[src/rtl/eth_pkg.sv]
// Shared Ethernet TX types and constants.
// Scheduler state encoding plus the standard IFG and max-frame-size defaults.
package eth_pkg;

    typedef enum logic [1:0] {
        IDLE = 2'd0,
        XFER = 2'd1,
        GAP  = 2'd2
    } eth_sched_state_t;

    localparam int ETH_IFG_BYTES       = 12;
    localparam int ETH_MAX_FRAME_BYTES = 1526;

endpackage

[src/rtl/eth_tx_scheduler_rr_arbiter.sv]
// Round-robin one-hot arbiter: search starts just after last_served and wraps.
// Latency: purely combinational.
// Backpressure: none; the caller decides when to register the winner.
module rr_arbiter #(
    parameter  int NUM_SRC = 4,
    localparam int IW      = $clog2(NUM_SRC)
) (
    input  logic [NUM_SRC-1:0] req,
    input  logic [IW-1:0]      last_served,
    output logic [NUM_SRC-1:0] gnt,
    output logic [IW-1:0]      gnt_idx
);

    function automatic logic [IW-1:0] wrap_idx(input logic [IW-1:0] base, input int k);
        int s;
        s = int'(base) + k;
        if (s >= NUM_SRC) s = s - NUM_SRC;
        return s[IW-1:0];
    endfunction

    logic          found;
    logic [IW-1:0] idx;

    always_comb begin
        gnt     = '0;
        gnt_idx = '0;
        found   = 1'b0;
        idx     = '0;
        for (int k = 1; k <= NUM_SRC; k++) begin
            idx = wrap_idx(last_served, k);
            if (!found && req[idx]) begin
                gnt[idx] = 1'b1;
                gnt_idx  = idx;
                found    = 1'b1;
            end
        end
    end

endmodule

[src/rtl/eth_tx_scheduler.sv]
// Shares one Ethernet TX byte path across NUM_SRC sources: round-robin grant, IFG, byte watchdog.
// Latency: grant one cycle after request; data/valid/last forwarded combinationally from the grant.
// Backpressure: eth_ready goes straight back to the granted source's src_ready; no bytes dropped.
module eth_tx_scheduler
    import eth_pkg::*;
#(
    parameter int NUM_SRC         = 4,
    parameter int IFG_CYCLES      = ETH_IFG_BYTES,
    parameter int MAX_FRAME_BYTES = ETH_MAX_FRAME_BYTES
) (
    input  logic                 clk,
    input  logic                 rst,
    input  logic [NUM_SRC-1:0]   src_req,
    input  logic [8*NUM_SRC-1:0] src_data,
    input  logic [NUM_SRC-1:0]   src_valid,
    input  logic [NUM_SRC-1:0]   src_last,
    output logic [NUM_SRC-1:0]   src_ready,
    output logic [NUM_SRC-1:0]   src_grant,
    output logic [7:0]           eth_data,
    output logic                 eth_valid,
    output logic                 eth_last,
    input  logic                 eth_ready,
    output logic                 busy,
    output logic                 frame_abort
);

    localparam int IW = $clog2(NUM_SRC);
    localparam int CW = $clog2(MAX_FRAME_BYTES + 1);

    eth_sched_state_t state_q, state_d;

    logic [NUM_SRC-1:0] grant_q;
    logic [IW-1:0]      grant_idx_q;
    logic [IW-1:0]      last_served_q;
    logic [CW-1:0]      byte_cnt_q;
    logic [7:0]         gap_cnt_q;

    logic [NUM_SRC-1:0] arb_gnt;
    logic [IW-1:0]      arb_idx;
    logic               arb_en;
    logic               xfer;
    logic               end_frame;
    logic               wd_hit;

    rr_arbiter #(.NUM_SRC(NUM_SRC)) u_arb (
        .req         (src_req),
        .last_served (last_served_q),
        .gnt         (arb_gnt),
        .gnt_idx     (arb_idx)
    );

    // The byte that brings the count to MAX_FRAME_BYTES is forced to be the last one.
    assign wd_hit    = (byte_cnt_q == CW'(MAX_FRAME_BYTES - 1));
    assign src_grant = grant_q;
    assign busy      = (state_q != IDLE);

    always_comb begin
        eth_data  = '0;
        eth_valid = 1'b0;
        eth_last  = 1'b0;
        src_ready = '0;
        if (state_q == XFER) begin
            eth_data  = src_data[{grant_idx_q, 3'b000} +: 8];
            eth_valid = src_valid[grant_idx_q];
            eth_last  = src_last[grant_idx_q] | wd_hit;
            src_ready = grant_q & {NUM_SRC{eth_ready}};
        end
    end

    always_comb begin
        state_d   = state_q;
        arb_en    = 1'b0;
        xfer      = 1'b0;
        end_frame = 1'b0;
        case (state_q)
            IDLE: begin
                if (|src_req) begin
                    arb_en  = 1'b1;
                    state_d = XFER;
                end
            end
            XFER: begin
                xfer = eth_valid & eth_ready;
                if (xfer && eth_last) begin
                    end_frame = 1'b1;
                    state_d   = GAP;
                end
            end
            GAP: begin
                if (gap_cnt_q <= 8'd1) state_d = IDLE;
            end
            default: state_d = IDLE;
        endcase
    end

    always_ff @(posedge clk) begin
        if (rst) state_q <= IDLE;
        else     state_q <= state_d;
    end

    always_ff @(posedge clk) begin
        if (rst) begin
            grant_q       <= '0;
            grant_idx_q   <= '0;
            last_served_q <= IW'(NUM_SRC - 1);
            byte_cnt_q    <= '0;
            gap_cnt_q     <= '0;
            frame_abort   <= 1'b0;
        end else begin
            // end_frame without the source's own last can only be a watchdog cut.
            frame_abort <= end_frame & ~src_last[grant_idx_q];
            if (arb_en) begin
                grant_q     <= arb_gnt;
                grant_idx_q <= arb_idx;
                byte_cnt_q  <= '0;
            end
            if (xfer && byte_cnt_q != CW'(MAX_FRAME_BYTES))
                byte_cnt_q <= byte_cnt_q + CW'(1);
            if (end_frame) begin
                grant_q       <= '0;
                last_served_q <= grant_idx_q;
                gap_cnt_q     <= 8'(IFG_CYCLES);
            end else if (state_q == GAP && gap_cnt_q != 8'd0) begin
                gap_cnt_q <= gap_cnt_q - 8'd1;
            end
        end
    end

endmodule
[config.mk]
export PLATFORM = sky130hd
export DESIGN_NAME = eth_tx_scheduler
export DESIGN_NICKNAME = d
export VERILOG_FILES = /design/src/rtl/eth_pkg.sv /design/src/rtl/eth_tx_scheduler_rr_arbiter.sv /design/src/rtl/eth_tx_scheduler.sv
export SDC_FILE = /design/constraint.sdc
export NUM_CORES = 1
export LEC_CHECK = 0
export CORE_MARGIN = 2
export CORE_UTILIZATION = 51
export CTS_CLUSTER_DIAMETER = 60
export DETAILED_ROUTE_END_ITERATION = 8
export PLACE_DENSITY = 0.82
export SYNTH_ARGS = -nofsm -noshare
export SYNTH_HDL_FRONTEND = slang
export SYNTH_SLANG_ARGS = --single-unit
[constraint.sdc]
create_clock -name clk -period 4.54 [get_ports clk]
set_clock_uncertainty 0.1 [all_clocks]
set_input_delay 0.454 -clock clk [delete_from_list [all_inputs] [get_ports clk]]
set_output_delay 0.454 -clock clk [all_outputs]
set_load 0.1 [all_outputs]
* Yosys cells after proc, flatten, opt, wreduce, memory -nomap -nowiden *
Cells that the tools add are included.

storage, ports and cells
  register bits = 30
  input bits = 47
  output and inout port bits = 20
  word-level logic and storage cells = 121

cells by class
  add/subtract/negate cells = 10
  order comparisons = 14
  eq/ne operators = 7
  shift-type cells = 1
  muxes and demuxes = 52
  bitwise logic cells = 8
  reductions and logical operators = 21

operator list
  cell                                                               count
  indexed part select 32 x 6 -> 8 bit                                1
  2-to-1 mux 4 bit                                                   7
  2-to-1 mux 11 bit                                                  2
  2-to-1 mux 2 bit                                                   11
  2-to-1 mux 1 bit                                                   20
  < comparator 2 x 3 -> 1 bit, second input constant                 5
  binary-select mux 1 bit (select 2 bit)                             6
  OR 4 bit                                                           3
  adder 11 x 1 -> 11 bit, second input constant                      1
  == test 11 bit, second input constant                              1
  != test 11 bit, second input constant                              1
  logical AND 1 bit                                                  10
  greater-or-equal comparator 3 bit, second input constant           3
  demux 1 bit (select 2 bit)                                         4
  greater-or-equal comparator 2 x 1 -> 1 bit, second input constant  4
  less-or-equal comparator 8 x 1 -> 1 bit, second input constant     1
  2-to-1 mux 8 bit                                                   1
  nonzero test 8 bit                                                 1
  subtractor 2 x 1 -> 2 bit, second input constant                   4
  subtractor 8 x 1 -> 8 bit, second input constant                   1
  adder 2 x 2 -> 3 bit, second input constant                        2
  one-hot mux 2 bit (3 select lines)                                 1
  nonzero test 2 bit                                                 3
  adder 2 x 3 -> 4 bit, second input constant                        1
  15 further kinds                                                   19

* Depth between registers and ports, before layout *
  depth after elaboration = 15
  depth in mapped cells = 8
  mapped depth without buffers = 7

* Cells and area by module *
Synthesis repeated with hierarchy kept, for this count alone.

unflattened totals
  cells, all modules = 267
  area, all modules = 2,436.1 µm²

modules (own cells, without submodules)
  module            instances  cells an instance  area an instance (µm²)  seq. area each (µm²)
  eth_tx_scheduler  1          208                1,945.6                 600.6
  rr_arbiter        1          59                 490.5                   0.0

* Worst setup path after synthesis *
No wires, ideal clock.

  path type = register to output
  from = register state_q[0]
  to = output port eth_last
  arrival = 2,229 ps
  required time = 3,986 ps
  setup slack = 1,757 ps
  stages on the path, launching flop included = 5
  path buffers = 2
  cell sequence = dfxtp_1 > nor2b_1 > clkbuf_1 > clkbuf_1 > nor2b_1

on the way
  longest elaborated chain between the ends = 2

ends and longest elaborated chain
  what                      RTL line                source
  start: declaration        eth_tx_scheduler.sv:30  eth_sched_state_t state_q, state_d;
  start signal: assignment  eth_tx_scheduler.sv:98  else state_q <= state_d;
  == test 2 x 1 -> 1 bit    eth_tx_scheduler.sv:62  if (state_q == XFER) begin
  2-to-1 mux 1 bit          eth_tx_scheduler.sv:62
  end: declaration          eth_tx_scheduler.sv:21  output logic eth_last,

Every way passes these cells.

* Final worst setup path *
  from = register grant_idx_q[0]
  to = output port eth_last

on the way
  longest elaborated chain between the ends = 4

ends and longest elaborated chain
  what                                    RTL line                 source
  start: declaration                      eth_tx_scheduler.sv:33   logic [IW-1:0] grant_idx_q;
  start signal: assignment                eth_tx_scheduler.sv:114  grant_idx_q <= arb_idx;
  binary-select mux 1 bit (select 2 bit)  eth_tx_scheduler.sv:65   eth_last = src_last[grant_idx_q] | wd_hit;
  2-to-1 mux 1 bit (implied by the code)  eth_tx_scheduler.sv:65
  OR 1 bit                                eth_tx_scheduler.sv:65
  2-to-1 mux 1 bit                        eth_tx_scheduler.sv:62

Every way passes these cells. The select of a mux whose other input is x is not followed.

==> summary.txt <==
core box area = 0.004029 sq mm
Power Density = 297.6 mW/mm^2
vias in the first global route = 2,067
Post-CTS Hold Fix Bufs = 0
ys flop type = dfxtp_1
CTS tree = done
mux cell area share after synthesis = 15.11%
FMAX = 0.2835 GHz
Tightest Pin Transition = 996.0 ps
number of H-tree branching levels = 2
critical path endpoint category = primary output
Post-Synth Adder-Cell Area = 8.107%
number of clock sinks = 30
DR vias/cell = 5.933
Vias = 2,136
CP Launch Type = register
most common cell after layout, fill and taps aside = clkdlybuf4s50_1
root cell of the clock tree = clkbuf_8
Final Net Count = 370
Yosys top cell area share = 27.79%
area of the die = 0.004773 sq mm
Non-Filler Instances = 360
# resized after CTS = 0
critical path fanouts, max = 7
Syn Std Cell Area = 0.002161 sq mm
Final Hold Fails = 0
Yosys reg bits = 30
Die H = 69.09 um
die width = 69.09 um
Compound-Gate Fraction of Synth Area = 17.49%
Max rail drop VDD = 302.3 uV
# diodes = 0
antenna violations before repair = 0
post-synthesis xor/xnor area fraction = 2.837%
Clk Latency, worst-skew pair = 280 ps
Hold WC Path Type = register to register
total of max-cap violations = 0
CTS Buffer Depth = 2
status = complete, no violations
largest net degree at the start of global routing = 17
largest cells by area after synthesis = dfxtp_1 28%, mux4_2 15%, ha_1 8.1%
WP data required = 3990 ps
Max Transition Viols Final = 0
ANT nets after route = 0
most frequent cells in the layout = 66 x clkdlybuf4s50_1, 30 x dfxtp_1, 21 x a21oi_1, 18 x nor2_1, 18 x nand2_1
total CTS buffers = 5
Synth Area in Simple Gates = 25.30%
initial core utilization = 53.63%
Tmin final = 3527 ps
total number of yosys warnings = 0
RSZ-0062 raised after global routing = false
Cells after Synth = 243
CP max stage delay = 980 ps
final setup violation count = 0
CTS clk-pin slew, worst paths = 60 ps
EDFF count, synth = 0
Cells after DPL = 352
setup tns final = 0 ps
DRC = 0
top cell type by total area after synthesis = dfxtp_1
asr flop ratio synth = 0%
worst path cell trace = buf_4, mux4_2, a41oi_1, nor2b_1, clkdlybuf4s50_1
Buffers & Inverters on Critical Path = 2
Static Leakage = 1.063 nW
share of layout cells above drive strength 1 = 10.00%
critical path class = register to primary output
PortBufs = 66
RD Place Congestion = 0.7955
Worst path slowest cell = clkdlybuf4s50_1
combinational family with the most area after synthesis = simple AND/OR/NAND/NOR gates
post-CTS setup buffer count = 0
first-pass GRT wire length = 9791 um
Final period util = 77.69%
Mean Syn Cell Area = 8.892 sq um
num rows = 23
CP top delay family = buffers and inverters
CP Data Arrival Time = 2970 ps
synthesis-to-finish area growth = 36.42%
Top Ports = 67
DPL Wire Length = 4533 um
GRT Total Usage = 25.18%
synth unique cells = 46
grt total ovfl = 0
1st-iter DRT viols = 101
Pre-antenna DRT Iters = 5
Seq/Total Area, Yosys = 27.79%
DR WL/cell = 16.37 um
drt total wl = 5892 um
Slew headroom = 33.39%
syn nets = 304
==> power breakdown <==
group | total, W | leakage [nW] | switching [W] | internal, W
sequential | 0.000293 | 0.244 | 0.0000177 | 0.000275
clock | 0.000221 | 0.0482 | 0.0000989 | 0.000122
combinational | 0.000364 | 0.771 | 0.000229 | 0.000134
==> Yosys cell counts (2+ instances only) <==
cell,count
clkbuf_1,7
nand2b_1,2
dfxtp_1,30
o22ai_1,2
nand2_1,18
nand3_1,10
a221oi_1,2
mux4_2,14
o211ai_1,3
nor3_1,10
ha_1,14
a31oi_1,6
and2_1,10
or3_1,2
nor2_1,18
a222oi_1,4
nor4_1,3
o21ai_0,9
o21bai_1,5
nand4b_1,2
nor2b_1,5
and2b_1,2
nand3b_1,3
a211oi_1,4
xor2_1,6
inv_1,8
or2_2,2
and3_1,4
a21oi_1,21
==> final timing paths <==
check	slack (ps)	from	cells past startpoint	to
worst min register to register	390	byte_cnt_q[9]	2	byte_cnt_q[9]
worst max register to register	1730	last_served_q[0]	7	src_grant[0]
worst max-delay path	1010	grant_idx_q[0]	5	eth_last
worst min-delay path	390	byte_cnt_q[9]	2	byte_cnt_q[9]
==> worst reg2reg max path: cells and delay by family, from the launching register on <==
kind            cells  cell delay [ps]
simple gates        2              560
flops               1              640
buf+inv             1              290
compound gates      2              250
mux                 1              420
fa+ha+maj           1              470
==> routing by layer <==
layer / wire (um) / share of wire [%] / global-route usage (%) / up-vias
met5: 0 / 0 / 0 / -
met4: 71 / 1.2 / 7.190 / 0
met3: 218 / 3.7 / 4.094 / 9
met2: 3070 / 52 / 43.27 / 52
met1: 2531 / 43 / 32.59 / 1033
li1: - / - / - / 1042
==> state kept, by name (all words and copies together) (netlist names) <==
register	cells
last_served_q	2
byte_cnt_q	11
state_q	2
src_grant	4
frame_abort	1
grant_idx_q	2
gap_cnt_q	8
==> logic make-up (layout without fill, tap and decap cells) <==
logic type,Yosys count,count (layout)
XOR/XNOR,7,7
AND/OR/NAND/NOR,101,101
flip-flops,30,30
adder cells (fa/ha/maj),14,14
multiplexers,15,15
AO/OA/AOI/OAI,59,59
buffers and inverters,17,84
==> layout make-up <==
class                   instances  area [sq um]
repair buffers                 68         675.6
clock buffers                   7         86.33
clock inverters                 1         5.005
fillers                       332          1081
well taps                      50         62.56
multi-input cells             196          1488
flip-flops and latches         30         600.6
inverters                       8         30.03
==> per-stage QoR <==
stage | setup WS [ps] | hold WS (ps) | utilization, % | area (sq um) | power, W
after floorplan | 1757 | 355.2 | - | 2161 | 0.0005540
after global placement | 1267 | 371.4 | 70.90 | 2856 | 0.0006565
after detailed placement | 1248 | 378.1 | 70.90 | 2856 | 0.0006612
after CTS | 976.6 | 386.7 | 73.17 | 2948 | 0.0008808
after global routing | 821.4 | 447.4 | 73.17 | 2948 | 0.0009127
final | 1013 | 385.5 | 73.17 | 2948 | 0.0008774
No activity file was read; power rests on OpenSTA's default activity.
